$ cat config.mk
export PLATFORM = sky130hd
export DESIGN_NAME = demux_top
export DESIGN_NICKNAME = d
export VERILOG_FILES = /design/src/rtl/demux_top.sv
export SDC_FILE = /design/constraint.sdc
export NUM_CORES = 1
export LEC_CHECK = 0
export CAP_MARGIN = 20
export CORE_ASPECT_RATIO = 0.5
export CORE_MARGIN = 8
export CORE_UTILIZATION = 50
export DETAILED_ROUTE_END_ITERATION = 10
export PLACE_DENSITY = 0.86
export SLEW_MARGIN = 10
export SYNTH_ARGS = -nofsm -noshare
export SYNTH_HDL_FRONTEND = slang
export SYNTH_SLANG_ARGS = --single-unit
$ cat constraint.sdc
create_clock -name clk -period 3.6 [get_ports clk]
set_clock_uncertainty 0.15 [all_clocks]
set_input_delay 0.36 -clock clk [delete_from_list [all_inputs] [get_ports clk]]
set_output_delay 0.36 -clock clk [all_outputs]
set_load 0.005 [all_outputs]
$ cat src/rtl/demux_top.sv
// rtl/demux_top.sv - one-hot word demux into per-instance 1-deep registered slots (optional DEMUX_DROP_CNT_EN drop counter)
module demux_top #(
    parameter int NUM_SW_INST = 5,
    parameter int W_WIDTH     = 32
) (
    input  logic                           clk,
    input  logic                           rst,
    input  logic [W_WIDTH-1:0]             data_in,
    input  logic [NUM_SW_INST-1:0]         sel,
    input  logic                           valid_in,
    output logic                           ready_out,
    output logic [W_WIDTH*NUM_SW_INST-1:0] data_out,
    output logic [NUM_SW_INST-1:0]         valid_out,
    input  logic [NUM_SW_INST-1:0]         ready_in,
    output logic                           sel_err
`ifdef DEMUX_DROP_CNT_EN
    ,
    output logic [15:0]                    drop_cnt
`endif
);

    localparam logic [NUM_SW_INST-1:0] ONE = NUM_SW_INST'(1);

    logic [W_WIDTH*NUM_SW_INST-1:0] r_data;
    logic [NUM_SW_INST-1:0]         r_valid;
    logic                           r_sel_err;

    logic                           w_legal;
    logic [NUM_SW_INST-1:0]         w_slot_free;
    logic                           w_ready_out;
    logic [NUM_SW_INST-1:0]         w_load;
    logic                           w_drop;

    // Exactly one bit set: non-zero and clearing the lowest set bit leaves nothing.
    assign w_legal = (sel != '0) && ((sel & (sel - ONE)) == '0);

    // A slot can take a word if it is empty or being consumed this same cycle.
    assign w_slot_free = ~r_valid | ready_in;

    // Illegal selects are always accepted (and dropped) so they never stall upstream.
    assign w_ready_out = ~w_legal | (|(sel & w_slot_free));

    assign w_load = sel & {NUM_SW_INST{valid_in & w_legal & w_ready_out}};
    assign w_drop = valid_in & ~w_legal;

    // Slot registers: load wins over drain so a slot streams at one word per cycle.
    always_ff @(posedge clk) begin
        if (rst) begin
            r_valid   <= '0;
            r_data    <= '0;
            r_sel_err <= 1'b0;
        end else begin
            for (int k = 0; k < NUM_SW_INST; k++) begin
                if (w_load[k]) begin
                    r_data[k*W_WIDTH +: W_WIDTH] <= data_in;
                    r_valid[k]                   <= 1'b1;
                end else if (ready_in[k]) begin
                    r_valid[k] <= 1'b0;
                end
            end
            r_sel_err <= w_drop;
        end
    end

`ifdef DEMUX_DROP_CNT_EN
    logic [15:0] r_drop_cnt;

    // Saturating count of words dropped for an illegal select.
    always_ff @(posedge clk) begin
        if (rst) begin
            r_drop_cnt <= 16'h0000;
        end else if (w_drop && (r_drop_cnt != 16'hFFFF)) begin
            r_drop_cnt <= r_drop_cnt + 16'h0001;
        end
    end

    assign drop_cnt = r_drop_cnt;
`endif

    assign ready_out = w_ready_out;
    assign data_out  = r_data;
    assign valid_out = r_valid;
    assign sel_err   = r_sel_err;

endmodule

; Word-level counts from Yosys, hierarchy flattened
; Cells that the tools add are included.
[word_totals]
wordCells = 41
in_bits = 45
output_inout_bits = 167
regBits = 166
[classes]
addsub = 1
bitwise_logic = 10
n_mux = 10
reduce_logical = 9
[op_table]
columns = op, n
row1 = AND 5 bit, 3
row2 = 2-to-1 mux 1 bit, 10
row3 = nonzero test 2 bit, 5
row4 = zero test 5 bit, 1
row5 = inverter 5 bit, 1
row6 = OR 5 bit, 1
row7 = nonzero test 5 bit, 1
row8 = OR reduction 5 bit, 1
row9 = subtractor 5 x 1 -> 5 bit (second input constant), 1
row10 = AND 1 bit, 3
row11 = logical AND 1 bit, 1
row12 = inverter 1 bit, 1
row13 = OR 1 bit, 1

; Longest topological paths before layout
; Gate-level depths: netlist of the first run.
[logic_depth]
ltp_word = 9
depth_mapped = 7
mapped_depth_nobuf = 5

; Worst setup path before layout of the first run
; No wires, ideal clock.
[synth_timing]
path_type = input-to-reg
from = in ready_in[3]
to = reg r_data[12], in the netlist data_out[12]
setup_ps = 72
t_required_ps = 3378
path_buffers = 2
slack_ps = 1546
path_stages = 7
arrival_time_ps = 1832
path_cell_list = nand2b_1 a222oi_1 a21boi_1 nand3_1 buf_2 buf_4 mux2i_1
[synth_via]
elab_chain_cells = 6
[synth_rtl]
columns = item, line
row1 = start: declaration, 14  ; input logic [NUM_SW_INST-1:0] ready_in,
row2 = OR 5 bit, 38  ; assign w_slot_free = ~r_valid | ready_in;
row3 = AND 5 bit, 41  ; assign w_ready_out = ~w_legal | (|(sel & w_slot_free));
row4 = OR reduction 5 bit, 41
row5 = OR 1 bit, 41
row6 = AND 1 bit, 43  ; assign w_load = sel & {NUM_SW_INST{valid_in & w_legal & w_ready_out}};
row7 = AND 5 bit, 43
row8 = end signal: indexed assignment, 55  ; r_data[k*W_WIDTH +: W_WIDTH] <= data_in;
row9 = end: declaration, 24  ; logic [W_WIDTH*NUM_SW_INST-1:0] r_data;
; No other way between the ends.
; A chain may end at the register's enable or synchronous reset.

; Worst setup path after layout of the first run
[layout_timing]
from = in sel[4]
to = out ready_out
[layout_via]
elab_chain_cells = 6
elab_cells_between_ends = 9
cone_classes = add/sub (1) / bitwise (4) / reduce/logical (4)
[layout_rtl]
columns = item, line
row1 = start: declaration, 9  ; input logic [NUM_SW_INST-1:0] sel,
row2 = subtractor 5 x 1 -> 5 bit, 35  ; assign w_legal = (sel != '0) && ((sel & (sel - ONE)) == '0);
row3 = AND 5 bit, 35
row4 = zero test 5 bit, 35
row5 = logical AND 1 bit, 35
row6 = inverter 1 bit, 41
row7 = OR 1 bit *, 41
row8 = end: declaration, 11  ; output logic ready_out,
; Every way passes the cells marked *; elsewhere a longest branch is shown, timed or not.

==> metrics list, run 1 <==
* Outcome: completed
- Post-route DRC: 0
* Gpl congestion: 0.8110
- Layer with the highest usage after global routing: met2
- Summed over all instances, the cell type with the most area after synthesis is dfxtp_1.
- Setup repair after global routing left no endpoint under its margin.
- The first TritonRoute pass finished after 5 iterations.
* Count of pins over their slew limit: 0
- In this run the horizontal extent of the chip is between 150 and 200 um.
* Leakage power: around 0.0041 uW
* Slew Limit Headroom: 47.57%
* Area after DPL: 0.008757 mm^2
- Top cells by instance count after synthesis: 197 x nand2b_1, 166 x dfxtp_1, 161 x mux2i_1, 22 x clkbuf_1, 11 x buf_2
- Total CTS buffers: 17
- After clock tree synthesis, the clock-pin slew on the worst setup and hold paths is roughly 0.060 ns.
* Top cells by area, synth: dfxtp_1 51%, mux2i_1 25%, nand2b_1 19%, clkbuf_1 1.3%, buf_2 0.84%
- Counting every sink on the clock net gives 166.
- The Yosys step of the flow raised 0 warnings.
- The root buffer cell chosen for the clock tree is clkbuf_16.
* Crit end category: output port
- Synthesis produced a little under 600 cells.
- The largest single stage delay on the critical path is around 0.60 ns.
- Final count of negative-setup-slack endpoints: 0
* HPWL reported at the end of detailed placement: about 12,000 um
- Buffer count from post-CTS setup fixing: 0
- Summing every instance area after synthesis gives roughly 0.0065 mm^2.
* Highest attainable clock frequency: 353.3 MHz
* Total of cells resized after clock tree synthesis: 0
- CP required: between 3 and 4 ns
* Overall via count from detail_route: ~4,900
* Final routed wirelength across all metal layers: ~18,000 um
- In this design, the largest share of critical-path delay is due to buffers and inverters.
- CTS tree: built
- Worst supply voltage drop on vdd: around 0.32 mV
- Worst slack after detailed placement: 0.7534 ns
- Number of nets in the finished design: approximately 830
- Of all nets on the critical path, the largest fanout is 9.
- Drt first-iter violations: approximately 250
* I/O pin total: roughly 210
- The number of hold-slack violations in the final timing report was 0.
- For this configuration, the core starts out at a cell density of 51.37%.
* Average vias per placed instance: roughly 5
- The slowest stage of the critical path belongs to the cell clkdlybuf4s50_1.
* Hold WS: roughly 0.32 ns
* Fill cells: around 890
- Buffers inserted to repair hold after CTS numbered 0.
- Area growth syn-to-layout: 43.46%
* Max_cap viols: 0
* Met2 layer usage reported by global route: approximately a third
* Area inside the core boundary: 0.01270 mm^2
* Share of the clock period used by the worst path after layout: between 70% and 80%
- The signal on the critical path passes through clkdlybuf4s50_1 > xor2_1 > mux2i_1 > o311ai_4 > nand3_1 > clkdlybuf4s50_1.
* Startpoint type of the worst setup path: primary input
- Entering global routing, the biggest net connects 101 pins.
- Post-synthesis average cell area: roughly 11 um^2
- Die H: just under 100 um
* Number of standard cells in the final layout excluding fillers: 970
- Worst endpoint data arrival time: 2.32 ns
- For the final routed database, the setup TNS stands at 0 ns.
- Dividing the detail-routed wire length by the instance count gives 18.40 um.
- Yosys mapped a number of flops with a built-in enable equal to 0.
* Most frequent cell after synthesis: nand2b_1
* Level count of the clock H-tree: 4
- The tightest min-delay check is of the flip-flop to flip-flop type.
* Net count after synthesis: 630
- For this run, the leading register cell type out of synthesis is dfxtp_1.
* Type of the worst setup path: primary input to output port
- Share of post-route cells with drive strength above 1: 6.125%
* Number of distinct library cells after synthesis: 20
- Placed insts: between 900 and 1,000
* Die Outline Area: between 0.015 and 0.02 mm^2
- After layout, the worst setup slack is 0.7695 ns.
- Of all flip-flops after synthesis, the portion carrying an async set or reset was 0%.
- Dividing total power by cell area gives a power density of approximately 430 mW/mm^2.
* Worst skew pair latency: 0.41 ns
- The routed design could run at a clock period as short as 2.830 ns.
- Vias in the first global route: slightly above 5,000
- Post-synthesis sequential area ratio: between 50% and 60%
- Standard-cell rows: 29
- Antenna diodes: 0
- The initial antenna violation count was 0.
* Routing usage on met3: 4.771%
- GR Util met1: roughly 24%
- The cell that appears most often on the critical path is clkdlybuf4s50_1.
- Number of buffers added on ports: roughly 210
* Antenna viol nets, final: 0
* Wire length of the first global-routing pass: roughly 28,000 um
- At the pin with the least slew margin, the transition time is 0.7864 ns.
- With fillers left out, the area of the finished cells amounts to roughly 0.0094 mm^2.
- The total overflow left after global routing is 0.
- In this run the biggest area consumer among cell types represents between 50% and 60% of the synthesized area.
- Number of synthesized register bits: around 170
* Total track usage: between 20% and 30%
- Counting along the longest clock path gives a buffer depth of 2.
- Buffers & Inverters on Critical Path: 2
==> logic make-up after synthesis <==
| group | after synthesis | share of synthesized area (%) |
|---|---|---|
| buf+inv | 38 | 2.800 |
| compound gates | 9 | 1.170 |
| mux | 161 | 24.70 |
| flops | 166 | 50.94 |
| simple gates | 210 | 20.25 |
| xor+xnor | 1 | 0.1343 |
==> worst paths after layout <==
check / start / end / slack (ns) / depth (start not counted)
hold / removal: data_out[37] / data_out[37] / 0.32 / 2
setup / recovery: sel[4] / ready_out / 0.77 / 6
hold reg to reg: data_out[37] / data_out[37] / 0.32 / 2
setup reg to reg: valid_out[3] / data_out[14] / 1.31 / 6
==> cells in the final DEF (no fill, tap or decap), types with 2 or more instances in the layout <==
master,count
clkinv_2,2
inv_8,2
mux2i_1,161
nand2b_1,197
a21oi_1,5
clkbuf_16,17
nand3_2,4
nand3_1,2
dfxtp_1,166
clkinv_4,2
buf_4,10
nand3b_1,2
clkdlybuf4s50_1,210
bufinv_16,2
inv_6,6
==> flip-flops by register name (all words and copies together) (netlist names) <==
register,flops
valid_out,5
sel_err,1
data_out,160
==> worst min-delay path, delay by kind of cell, from the launching register on <==
kind             cells  cell delay, ns
flip-flops           1            0.31
AND/OR/NAND/NOR      1            0.06
multiplexers         1            0.05
==> routing by layer <==
layer | wire length [um] | up-vias
li1 | - | 2344
met1 | 7685 | 2373
met2 | 8818 | 115
met3 | 995 | 22
met4 | 345 | 0
met5 | 0 | -
==> area by class of cell <==
type / count / area [um^2] / share of cell area (%)
multi-input cells: 381 / 3024 / 32.31
well taps: 170 / 212.7 / 2.273
repair buffers: 221 / 2197 / 23.48
clock buffers: 18 / 439.2 / 4.693
flip-flops and latches: 166 / 3323 / 35.51
clock inverters: 14 / 162.7 / 1.738
==> metrics by stage <==
step                      power, uW  utilization, %
after global placement         2234           68.96
after global routing           4178           73.69
after CTS                      4078           73.69
final                          4042           73.69
after floorplan                2078               -
after detailed placement       2240           68.96
==> report_power, final <==
part           switching (uW)  total [uW]  internal [uW]
registers                18.9        1890           1870
clock network             779        1840           1060
logic                     133         310            176
Power figures use the tool's default switching activity.
==> run 2: changes to the inputs <==
--- a/config.mk
+++ b/config.mk
@@ -8,9 +8,9 @@
 export CAP_MARGIN = 20
 export CORE_ASPECT_RATIO = 0.5
 export CORE_MARGIN = 8
-export CORE_UTILIZATION = 50
+export CORE_UTILIZATION = 42
 export DETAILED_ROUTE_END_ITERATION = 10
-export PLACE_DENSITY = 0.86
+export PLACE_DENSITY = 0.77
 export SLEW_MARGIN = 10
 export SYNTH_ARGS = -nofsm -noshare
 export SYNTH_HDL_FRONTEND = slang
==> constraint.sdc (replaced) <==
create_clock -name clk -period 2.6 [get_ports clk]
set_clock_uncertainty 0.15 [all_clocks]
set_input_delay 0.26 -clock clk [delete_from_list [all_inputs] [get_ports clk]]
set_output_delay 0.26 -clock clk [all_outputs]
set_load 0.005 [all_outputs]
==> metrics list, run 2 (synthesis results as in run 1) <==
- RSZ-0062 raised after global routing: no (unchanged)
- Final worst path period need: approximately 2.5 ns
- Die Outline Area: 0.02002 mm^2 (was 0.01718 mm^2)
* Number of optimization iterations in the first detailed-route pass: 4 (was 5)
- The most common cell after layout, fill and taps aside was clkdlybuf4s50_1 (unchanged).
- Total CTS buffers: 17 (unchanged)
- Antenna diodes: 0 (unchanged)
- The number of nets with antenna violations after routing is 0 (unchanged).
- Outcome: completed (unchanged)
- Area after DPL: 0.008927 mm^2 (was 0.008757 mm^2)
- Wire length of the first global-routing pass: 28,900 um (was 28,080 um)
- Longest Clk Path Bufs: 2 (unchanged)
- Highest attainable clock frequency: between 300 and 400 MHz
* Worst skew pair latency: 0.41 ns (about the same)
- The combinational cell fraction of total power is 7.9% (was 7.7%).
- The capturing element type of the critical path is an output port (unchanged).
- The reported net switching power came to 1234 uW (was 931.1 uW).
* Number of standard cells in the final layout excluding fillers: 1,013 (was 970)
- The flip-flop count of the largest register, all copies and words added was 160 (unchanged).
- The largest fanout on the critical path is 5 (was 9).
- The number of setup violations in the final report was 0 (unchanged).
- Clock power frac: 45.9% (was 45.6%)
- The count of pins on the block boundary is 212 (unchanged).
- The number of DRC violations after detailed routing was 0 (unchanged).
* HPWL reported at the end of detailed placement: 12,930 um (was 12,430 um)
* Gpl congestion: 0.8695 (was 0.8110)
- Drt first-iter violations: 142 (was 253)
- Power density cells: 592.1 mW/mm^2 (was 431.9 mW/mm^2)
* Leakage power: 0.004170 uW (was 0.004095 uW)
- The data required time of the critical path was 2.19 ns (was 3.09 ns).
* Int Power: 4423 uW (was 3111 uW)
- Max_cap viols: 0 (unchanged)
- Number of buffers added on ports: 211 (unchanged)
- Worst-Margin Slew: 0.6488 ns (was 0.7864 ns)
- Largest net degree at the start of global routing: 77 (was 101)
- Area inside the core boundary: 0.01529 mm^2 (was 0.01270 mm^2)
* Level count of the clock H-tree: 4 (unchanged)
* Type of the worst setup path: primary input to output port (unchanged)
- Count of final hold-check violations: 0 (unchanged)
- CTS Root Buffer Type: clkbuf_16 (unchanged)
* Final routed wirelength across all metal layers: 18,260 um (was 17,850 um)
* Sequential power share: 46.2% (was 46.7%)
- Leading cell types in the layout, fill and taps excluded: 209 x clkdlybuf4s50_1, 197 x nand2b_1, 166 x dfxtp_1, 161 x mux2i_1, 17 x clkbuf_16 (was 210 x clkdlybuf4s50_1, 197 x nand2b_1, 166 x dfxtp_1, 161 x mux2i_1, 17 x clkbuf_16).
- The worst path uses between 90% and 100% of the clock period.
- The per-cell routed wire length was 18.03 um (was 18.40 um).
- Worst supply voltage drop on vdd: 0.3255 mV (was 0.3239 mV)
- Horizontal die dimension: 192.3 um (was 177.5 um)
- Area growth syn-to-layout: 46.45% (was 43.46%)
* Vias in the first global route: 5,108 (was 5,053)
* Startpoint type of the worst setup path: primary input (unchanged)
- The cts-stage hold buffer count is 0 (unchanged).
* Share of post-route cells with drive strength above 1: 6.799% (was 6.125%)
- Total track usage: 18.05% (was 20.21%)
- The initial core utilization is 42.65% (was 51.37%).
* Global route total overflow: 0 (unchanged)
- Number of nets in the finished design: 841 (was 832)
- The class of the tightest hold or removal check is primary input to flip-flop (was flip-flop to flip-flop).
- Count of pins over their slew limit: 0 (unchanged)
- The core utilization of the finished layout was 62.47% (was 73.69%).
* Placed insts: 979 (was 938)
- Worst endpoint data arrival time: 2.13 ns (was 2.32 ns)
- The total via count in the routed design is 4,854 (unchanged).
* Final design area excluding fillers: 0.009554 mm^2 (was 0.009359 mm^2)
- Slew Limit Headroom: 56.65% (was 47.57%)
- The number of standard-cell rows in the floorplan is 32 (was 29).
- The CTS tree is built (unchanged).
- The number of vias per cell came to 4.792 (was 5.004).
- Switching part of the total: 21.82% (was 23.03%)
- Die H: 104.1 um (was 96.77 um)
* Clock Sinks: 166 (unchanged)
- Worst-path clk slew: 0.07 ns (was 0.06 ns)
- Antenna violations before repair: 0 (unchanged)
run 2: power by group through the flow:
stage | Sequential, uW | Combinational, uW | Clock, uW
CTS | 2620 | 450 | 2650
global route | 2620 | 478 | 2760
detailed placement | 2670 | 447 | 0
floorplan | 2670 | 203 | 0
global placement | 2670 | 440 | 0
finish | 2620 | 447 | 2590
run 2: cell type report:
type | count | area, um^2
Fill cell | 1246 | 5741
Sequential cell | 166 | 3323
Multi-Input combinational cell | 381 | 3024
Timing Repair Buffer | 230 | 2342
Clock buffer | 22 | 464.2
Tap cell | 204 | 255.2
Clock inverter | 10 | 145.1
run 2: what timing repair did:
item	CTS	global route
setup buffers	0	2
gates resized for setup	0	1
endpoints found under the setup margin	0	1
run 2: path summary, 6_finish.rpt:
kind / startpoint / end / slack, ns / cells after the start
setup / recovery: sel[3] / ready_out / 0.06 / 6
hold / removal: rst / valid_out[0] / 0.13 / 2
setup reg to reg: valid_out[4] / data_out[60] / 0.44 / 6
hold reg to reg: data_out[52] / data_out[52] / 0.32 / 2
run 2: per-stage QoR:
stage / hold slack (ns) / setup slack (ns) / setup TNS, ns / power (uW)
after floorplan: 0.2766 / 0.6464 / 0 / 2877
after global routing: 0.1282 / 0.02052 / 0 / 5863
final: 0.1288 / 0.05576 / 0 / 5657
after global placement: 0.3074 / 0.1297 / 0 / 3111
after CTS: 0.1093 / 0.04540 / 0 / 5715
after detailed placement: 0.3133 / -0.0004454 / -0.0004454 / 3120
run 2: critical path, stage by stage:
cell and delay, ns:
clkdlybuf4s50_1 0.59, xor2_1 0.18, mux2i_1 0.14, o311ai_4 0.38
nand3_1 0.13, clkdlybuf4s50_1 0.47
run 2: per-layer routing:
layer	part of all wire, %	wire length [um]	vias to the layer above	track usage, %
li1	-	-	2364	-
met1	42	7752	2374	20.95
met2	51	9358	93	32.30
met3	4.6	847	23	4.083
met4	1.7	302	0	5.803
met5	0	0	-	0
==> run 3: changes to the inputs <==
--- a/config.mk
+++ b/config.mk
@@ -5,12 +5,14 @@
 export SDC_FILE = /design/constraint.sdc
 export NUM_CORES = 1
 export LEC_CHECK = 0
+export ABC_CLOCK_PERIOD_IN_PS = 2600
 export CAP_MARGIN = 20
 export CORE_ASPECT_RATIO = 0.5
 export CORE_MARGIN = 8
-export CORE_UTILIZATION = 42
+export CORE_UTILIZATION = 43
+export CTS_BUF_LIST = sky130_fd_sc_hd__clkbuf_4
 export DETAILED_ROUTE_END_ITERATION = 10
-export PLACE_DENSITY = 0.77
+export PLACE_DENSITY = 0.78
 export SLEW_MARGIN = 10
 export SYNTH_ARGS = -nofsm -noshare
 export SYNTH_HDL_FRONTEND = slang
==> metrics list, run 3 (synthesis results as in run 1) <==
* Outcome: completed (unchanged)
- The clock period minus final worst setup slack is 2.451 ns (was 2.544 ns).
- The number of setup violations in the final report was 0 (unchanged).
* Worst-Margin Slew: 0.6206 ns (was 0.6488 ns)
* Antenna diodes: 0 (unchanged)
- The area inside the core boundary came to 0.01466 mm^2 (was 0.01529 mm^2).
- Leakage power: 0.004009 uW (was 0.004170 uW)
- Leading cell types in the layout, fill and taps excluded: 210 x clkdlybuf4s50_1, 197 x nand2b_1, 166 x dfxtp_1, 161 x mux2i_1, 18 x clkbuf_4 (was 209 x clkdlybuf4s50_1, 197 x nand2b_1, 166 x dfxtp_1, 161 x mux2i_1, 17 x clkbuf_16).
- The global routing met2 resource utilization is 31.64% (was 32.30%).
- The worst endpoint data arrival time is 2.04 ns (was 2.13 ns).
- Antenna viol nets, final: 0 (unchanged)
- Count of final hold-check violations: 0 (unchanged)
- Drt first-iter violations: 153 (was 142)
- Clock Sinks: 166 (unchanged)
- CTS tree: built (unchanged)
* Class of the worst hold path: primary input to flip-flop (unchanged)
- The per-cell routed wire length was 17.55 um (was 18.03 um).
* Worst supply voltage drop on vdd: 0.2891 mV (was 0.3255 mV)
- The max-capacitance violation count is 0 (unchanged).
- Post-route DRC: 0 (unchanged)
- The level count of the clock H-tree is 4 (unchanged).
* Leading cell type in the layout, fill and taps excluded: clkdlybuf4s50_1 (unchanged)
- Slew Limit Headroom: 58.54% (was 56.65%)
- Buffer count from post-CTS setup fixing: 0 (unchanged)
- Power density cells: 482.8 mW/mm^2 (was 592.1 mW/mm^2)
* Wire length of the first global-routing pass: 27,190 um (was 28,900 um)
* CP required: 2.19 ns (about the same)
* Vias in the first global route: 4,909 (was 5,108)
- The register-to-register path setup slack was 0.52 ns (was 0.44 ns).
- The cts-stage hold buffer count is 0 (unchanged).
* Standard-cell rows: 31 (was 32)
* Worst-path clk slew: 0.15 ns (was 0.07 ns)
- Cells along the critical path: clkdlybuf4s50_1 > xor2_1 > mux2i_1 > o311ai_4 > nand3_1 > clkdlybuf4s50_1 (unchanged).
- The post-cts sizing count is 0 (unchanged).
- The worst setup path category is primary input to output port (unchanged).
* Die H: 103.1 um (was 104.1 um)
* Total CTS buffers: 17 (unchanged)
- I/O pin total: 212 (unchanged)
- Library cell contributing the largest single delay on the critical path: clkdlybuf4s50_1 (unchanged)
* Routing usage on met3: 4.625% (was 4.083%)
- The pin count of the biggest net entering global routing is 76 (was 77).
- Overall via count from detail_route: 4,757 (was 4,854)
- The layout-stage area growth over the synthesis result is 40.95% (was 46.45%).
- The kind of launch point of the worst setup path was a primary input (unchanged).
* Worst-path fanout max: 5 (unchanged)
- RSZ-0062 raised after global routing: no (unchanged)
- Top cell by count, worst path: clkdlybuf4s50_1 (unchanged)
- The accumulated negative setup slack came to 0 ns (unchanged).
- CTS Root Buffer Type: clkbuf_4 (was clkbuf_16)
* Final routed wirelength across all metal layers: 17,650 um (was 18,260 um)
- The initial core utilization was 44.50% (was 42.65%).
- The power after layout came to 4439 uW (was 5657 uW).
* Number of buffers added on ports: 211 (unchanged)
- Number of nets in the finished design: 840 (was 841)
- The most utilized layer in the global route result was met2 (unchanged).
- Antenna violations before repair: 0 (unchanged)
- Total track usage: 17.34% (was 18.05%)
* Gpl congestion: 0.8530 (was 0.8695)
* Slowest stage delay, CP: 0.58 ns (was 0.59 ns)
- The die width is 190.2 um (was 192.3 um).
- Share of post-route cells with drive strength above 1: 6.931% (was 6.799%)
* Longest Clk Path Bufs: 2 (unchanged)
* Worst skew pair latency: 0.49 ns (was 0.41 ns)
- The final HPWL from detailed placement came to 12,920 um (was 12,930 um).
* Die Outline Area: 0.01961 mm^2 (was 0.02002 mm^2)
* Highest attainable clock frequency: 407.9 MHz (was 393.0 MHz)
* Global route total overflow: 0 (unchanged)
- Number of optimization iterations in the first detailed-route pass: 5 (was 4)
- GR Util met1: 20.04% (was 20.95%)
* Average vias per placed instance: 4.729 (was 4.792)
* Max FFs per register: 160 (unchanged)
* Crit end category: output port (unchanged)
- The final worst-path cycle share was 94.28% (was 97.86%).
- The number of max-slew violations in the final report came to 0 (unchanged).
run 3: changes by cell type in the layout (fill, tap and decap cells not counted), moves of 2 or more:
| cell | before | now |
|---|---|---|
| bufinv_16 | 3 | 0 |
| clkbuf_4 | 0 | 18 |
| clkinv_4 | 2 | 5 |
| inv_8 | 0 | 3 |
| clkbuf_1 | 3 | 0 |
| buf_4 | 13 | 11 |
| clkbuf_16 | 17 | 0 |
| clkbuf_8 | 2 | 0 |
run 3: worst paths after layout:
path                startpoint            to  cells past startpoint
setup / recovery        sel[3]     ready_out                      6
hold / removal             rst  data_out[79]                      3
setup reg to reg  valid_out[3]  data_out[48]                      6
hold reg to reg   data_out[56]  data_out[56]                      2
run 3: metrics by stage:
stage | hold WS, ns | instance area [um^2] | util [%] | instances | setup slack (ns)
after floorplan | 0.2766 | 6524 | - | 585 | 0.6464
after global placement | 0.3077 | 8940 | 60.97 | 974 | 0.1924
after detailed placement | 0.3153 | 8940 | 60.97 | 974 | 0.08426
after CTS | 0.1645 | 9195 | 62.72 | 1006 | 0.1497
after global routing | 0.1658 | 9195 | 62.72 | 1006 | 0.04871
final | 0.2091 | 9195 | 62.72 | 1006 | 0.1486
run 3: layer usage:
metal	part of all wire [%]	routed length, um	up-vias
li1	-	-	2361
met1	43	7623	2284
met2	50	8913	96
met3	5.1	892	16
met4	1.3	222	0
met5	0	0	-
run 3: layout make-up:
cell class	count	area, um^2
Tap cell	198	247.7
Multi-Input combinational cell	381	3024
Clock buffer	18	135.1
Timing Repair Buffer	229	2345
Clock inverter	14	120.1
Sequential cell	166	3323
Fill cell	1217	5466
run 3: worst max-delay path, delay by kind of cell:
| family | cells | cell delay, ns |
|---|---|---|
| XOR/XNOR | 1 | 0.16 |
| AO/OA/AOI/OAI | 1 | 0.34 |
| multiplexers | 1 | 0.12 |
| AND/OR/NAND/NOR | 1 | 0.11 |
| buffers and inverters | 2 | 1.05 |
run 3: report_power, final:
part / total, uW / switching, uW / internal (uW) / leakage [uW]
clock: 1380 / 960 / 422 / 0.000141
sequential: 2620 / 25.3 / 2590 / 0.00134
combinational: 441 / 184 / 257 / 0.00253
total: 4440 / 1170 / 3270 / 0.00401
